### config.mk
export PLATFORM = sky130hd
export DESIGN_NAME = system_memory_v4_flat
export DESIGN_NICKNAME = d
export VERILOG_FILES = /design/src/rtl/system_memory_v4_if.sv /design/src/rtl/system_memory_v4.sv /design/src/flat_wrapper.sv
export SDC_FILE = /design/constraint.sdc
export NUM_CORES = 1
export LEC_CHECK = 0
export ABC_AREA = 1
export CAP_MARGIN = 10
export CORE_AREA = 2 2 39 41
export CTS_CLUSTER_DIAMETER = 50
export DETAILED_ROUTE_END_ITERATION = 10
export DIE_AREA = 0 0 41 43
export SYNTH_ARGS = -nofsm -noshare
export SYNTH_HDL_FRONTEND = slang
export SYNTH_SLANG_ARGS = --single-unit
### constraint.sdc
create_clock -name clk -period 0.95 [get_ports clk]
set_input_delay 0.1425 -clock clk [delete_from_list [all_inputs] [get_ports clk]]
set_output_delay 0.1425 -clock clk [all_outputs]
set_load 0.01 [all_outputs]
### src/rtl/system_memory_v4_if.sv
// system_memory_v4_if: bus between the cell-update logic / serial host (master) and the grid memory (slave)
//   grid_in        next-generation grid, parallel
//   serial_in      serial load bit
//   load_mode      select serial load
//   run_mode       select parallel capture
//   output_mode    select rotating serial readout
//   system_mem_out current memory contents
//   serial_out     registered serial readout bit
interface system_memory_v4_if #(parameter int DATA_SIZE = 5);
  logic [DATA_SIZE-1:0] grid_in;
  logic                 serial_in;
  logic                 load_mode;
  logic                 run_mode;
  logic                 output_mode;
  logic [DATA_SIZE-1:0] system_mem_out;
  logic                 serial_out;
  modport master (
    output grid_in, serial_in, load_mode, run_mode, output_mode,
    input  system_mem_out, serial_out
  );
  modport slave (
    input  grid_in, serial_in, load_mode, run_mode, output_mode,
    output system_mem_out, serial_out
  );
endinterface

### src/rtl/system_memory_v4.sv
// system_memory_v4: Game-of-Life grid register with parallel capture, serial load and rotating serial readout
//   clk  rising-edge clock
//   rst  asynchronous active-high reset, clears memory and serial_out
//   bus  system_memory_v4_if.slave (mode selects, grid/serial data in, memory/serial data out)
module system_memory_v4 #(
  parameter int DATA_SIZE = 5
) (
  input logic                clk,
  input logic                rst,
  system_memory_v4_if.slave  bus
);
  logic [DATA_SIZE-1:0] mem;
  logic [DATA_SIZE-1:0] mem_next;
  logic                 ser_next;
  // Priority: run > load > output > hold; serial_out is only nonzero after a rotate.
  always_comb begin
    mem_next = bus.run_mode    ? bus.grid_in :
               bus.load_mode   ? {mem[DATA_SIZE-2:0], bus.serial_in} :
               bus.output_mode ? {mem[DATA_SIZE-2:0], mem[DATA_SIZE-1]} : mem;
    ser_next = !bus.run_mode && !bus.load_mode && bus.output_mode && mem[DATA_SIZE-1];
  end
  always_ff @(posedge clk or posedge rst)
    if (rst) begin
      mem            <= '0;
      bus.serial_out <= 1'b0;
    end else begin
      mem            <= mem_next;
      bus.serial_out <= ser_next;
    end
  assign bus.system_mem_out = mem;
endmodule

### src/flat_wrapper.sv
// flat-port wrapper written by rule: the top's interface ports become plain ports
module system_memory_v4_flat 
#(
  parameter int DATA_SIZE = 5
)
  (clk, rst, bus_grid_in, bus_serial_in, bus_load_mode, bus_run_mode, bus_output_mode, bus_system_mem_out, bus_serial_out);
  system_memory_v4_if #(.DATA_SIZE(DATA_SIZE)) bus_i ();
  input logic clk;
  input logic rst;
  input wire logic [$bits(bus_i.grid_in)-1:0] bus_grid_in;
  input wire logic [$bits(bus_i.serial_in)-1:0] bus_serial_in;
  input wire logic [$bits(bus_i.load_mode)-1:0] bus_load_mode;
  input wire logic [$bits(bus_i.run_mode)-1:0] bus_run_mode;
  input wire logic [$bits(bus_i.output_mode)-1:0] bus_output_mode;
  output wire logic [$bits(bus_i.system_mem_out)-1:0] bus_system_mem_out;
  output wire logic [$bits(bus_i.serial_out)-1:0] bus_serial_out;
  assign bus_i.grid_in = bus_grid_in;
  assign bus_i.serial_in = bus_serial_in;
  assign bus_i.load_mode = bus_load_mode;
  assign bus_i.run_mode = bus_run_mode;
  assign bus_i.output_mode = bus_output_mode;
  assign bus_system_mem_out = bus_i.system_mem_out;
  assign bus_serial_out = bus_i.serial_out;
  system_memory_v4 #(.DATA_SIZE(DATA_SIZE)) u_core (.clk(clk), .rst(rst), .bus(bus_i));
endmodule
==> impl_metrics.json <==
{
  "antenna_violating_nets_post_route": 0,
  "grt_pass1_vias": 324,
  "drt-initial-drc-count": 4,
  "worst-setup-path-type": "reg2out",
  "synth_most_common_cell": "sky130_fd_sc_hd__nand2_1",
  "synthArstFlopShare": 1.00,
  "finalWeightedCongestion": 0.719,
  "dominantRegCellSynth": "sky130_fd_sc_hd__dfrtp_1",
  "routedWlPerCell_um": 10.5,
  "max-clock-path-buffers": 2,
  "synth_cell_types": 13,
  "remaining_drcs": 0,
  "placed_cell_area_um2": 532,
  "synthesis_stage_register_bit_count": 6,
  "setup_ws_ps": 47.0,
  "pwr_density_cell_mw_per_mm2": 1370,
  "dpl.hpwl_um": 626,
  "drtPass1Iterations": 2,
  "worst_slew_pin_slew_ps": 262,
  "preCtsSetupSlack_ps": -326,
  "finish.cell_count_without_fillers": 80,
  "tritoncts_clock_tree": "built",
  "clk_root_buffer_cell": "sky130_fd_sc_hd__clkbuf_4",
  "synth_largest_area_cell": "sky130_fd_sc_hd__dfrtp_1",
  "post_cts_hold_buffer_count": 0,
  "coreArea_mm2": 0.00138,
  "worst_path_largest_cell_delay_ps": 380,
  "clkSlewWorstSetupHoldPaths_ps": 50,
  "worstPathArrival_ps": 760,
  "yosys_warnings": 0,
  "syn_area_um2": 325,
  "end_kind": "primary output",
  "gr-total-overflow": 0,
  "cts_setup_buffers": 0,
  "fillerInstances": 152,
  "post-route-cell-area_um2": 538,
  "cts.sink_count": 6,
  "worstSkewPairLatency_ps": 250,
  "cts-htree-levels": 1,
  "num-nets-final": 77,
  "proportion_of_layout_cells_with_a_drive_suffix_above_1": 0.344,
  "antenna_cells": 0,
  "row_count": 14,
  "grt_antenna_before_repair": 0,
  "critical_path_cell_by_cell": "buf_2",
  "netlist_top_cells_count": "sky130_fd_sc_hd__nand2_1 (13), sky130_fd_sc_hd__dfrtp_1 (6), sky130_fd_sc_hd__inv_1 (5)",
  "maximum_number_of_pins_on_one_net_before_global_route_repair": 10,
  "area.growth.synth_to_final_pct": 65.4,
  "initial_core_util": 0.235,
  "synth_nets": 52,
  "area_of_the_multi_input_gates_um2": 144,
  "total_power_mw": 0.735,
  "finalSetupViolCount": 0,
  "placedCellCount": 77,
  "die_x_um": 41,
  "cp_top_family": "flip-flops",
  "timing.fmax_mhz": 1110,
  "crit_path_top_delay_cell": "sky130_fd_sc_hd__dfrtp_1",
  "die_outline_area_mm2": 0.00176,
  "critPathMaxFanout": 2,
  "final.setup.tns_ps": 0,
  "max_slew_margin": 0.825,
  "vias": 334,
  "final-seq-area_um2": 150,
  "synth_enable_flop_cells": 0,
  "routed_wirelength_um": 839,
  "global_route_wire_length_before_repair_mm": 1.39,
  "startpoint_type": "flip-flop",
  "rsz0062_at_grt": "no",
  "cell_count_after_synthesis": 41,
  "status": "finished, final reports clean",
  "post_synth.cell_area_avg_um2": 7.93,
  "buffer_ports.inserted": 16,
  "final_hold_viol_count": 0,
  "grt.total_usage": 0.122,
  "crit_buf_inv": 1,
  "pin_count": 17,
  "timing.max_cap.violations": 0,
  "slew_limit_fails": 0,
  "synth.top_cells.by_area": "sky130_fd_sc_hd__dfrtp_1 (46%), sky130_fd_sc_hd__nand2_1 (15%), sky130_fd_sc_hd__o21ai_1 (6.2%), sky130_fd_sc_hd__inv_1 (5.8%), sky130_fd_sc_hd__nand3_4 (5.4%)",
  "synth_largest_type_area_fraction": 0.462,
  "via_per_inst": 4.18,
  "period_minus_slack_ps": 903,
  "seq_area_frac_synth": 0.462,
  "total_leakage_power_nw": 0.276,
  "die_height_um": 43,
  "cp_data_required_time_ps": 810,
  "final.period_utilization": 0.951,
  "cts_buffers": 3,
  "peakVddDrop_v": 0.000655,
  "hold_path.class": "in2async",
  "final.setup_skew_ps": 6.20
}
==> worst paths after layout <==
path                       slack [ps]  depth (start not counted)                           end                         start
setup / recovery                   50                          1         bus_system_mem_out[0]  u_core.bus.system_mem_out[0]
hold / removal                    110                          2         u_core.bus.serial_out                           rst
setup reg to reg                   60                          5  u_core.bus.system_mem_out[0]  u_core.bus.system_mem_out[4]
hold reg to reg                   540                          2  u_core.bus.system_mem_out[3]  u_core.bus.system_mem_out[3]
max in group asynchronous         640                          2  u_core.bus.system_mem_out[0]                           rst
min in group clk                  500                          3         u_core.bus.serial_out                  bus_run_mode
==> sequential cells by signal (all words and copies together) (netlist names) <==
signal and cells:
u_core.bus.system_mem_out 5, u_core.bus.serial_out 1
==> cells by family (layout without fill, tap and decap cells) <==
group	after synthesis	in the layout	share of synthesized area
AND/OR/NAND/NOR	19	19	0.288
buffers and inverters	9	32	0.142
AO/OA/AOI/OAI	7	7	0.108
flip-flops	6	6	0.462
==> placed cells by master (no fill, tap or decap) <==
master,netlist,routed
sky130_fd_sc_hd__buf_2,0,6
sky130_fd_sc_hd__buf_4,0,5
sky130_fd_sc_hd__clkbuf_4,0,3
sky130_fd_sc_hd__clkdlybuf4s50_1,0,9
sky130_fd_sc_hd__dfrtp_1,6,6
sky130_fd_sc_hd__dlygate4sd2_1,0,1
sky130_fd_sc_hd__inv_1,5,5
sky130_fd_sc_hd__inv_2,2,2
sky130_fd_sc_hd__inv_6,1,1
sky130_fd_sc_hd__nand2_1,13,11
sky130_fd_sc_hd__nand2_2,0,2
sky130_fd_sc_hd__nand3_2,0,2
sky130_fd_sc_hd__nand3_4,1,1
sky130_fd_sc_hd__nand4_1,1,1
sky130_fd_sc_hd__nor3_1,1,1
sky130_fd_sc_hd__o21ai_0,3,3
sky130_fd_sc_hd__o21ai_1,4,4
sky130_fd_sc_hd__or2_0,1,1
==> power by group <==
group	switching [mW]	internal, mW
Sequential	0.0120	0.282
Clock	0.101	0.143
Combinational	0.0956	0.101
==> layout make-up <==
type / count / share of cell area
flip-flops and latches: 6 / 0.279
multi-input cells: 26 / 0.267
well taps: 16 / 0.0372
repair buffers: 21 / 0.309
inverters: 8 / 0.0651
clock buffers: 3 / 0.0419
==> per-layer routing <==
metal	track usage	vias up	wire length (um)
li1	-	176	-
met1	0.155	140	351
met2	0.163	15	385
met3	0.0524	3	76
met4	0.0800	0	25
met5	0	-	0
==> timing repair <==
item / in CTS / in global routing
endpoints found under the setup margin: 10 / 1
pin swaps: 0 / 1
gates resized for setup: 25 / 4
endpoints found under the hold margin: 0 / 0
==> worst reg2reg max path: cells and delay by family (launching register included) <==
kind | cells | cell delay, ps
DFF | 1 | 370
and+or+nand+nor | 4 | 270
buffers and inverters | 1 | 140
==> metrics by stage <==
step,hold slack (ps),utilization
global placement,387,0.384
floorplan,-66.5,-
global route,145,0.389
CTS,109,0.378
detailed placement,388,0.384
finish,107,0.389
No activity file was read; power rests on OpenSTA's default activity.
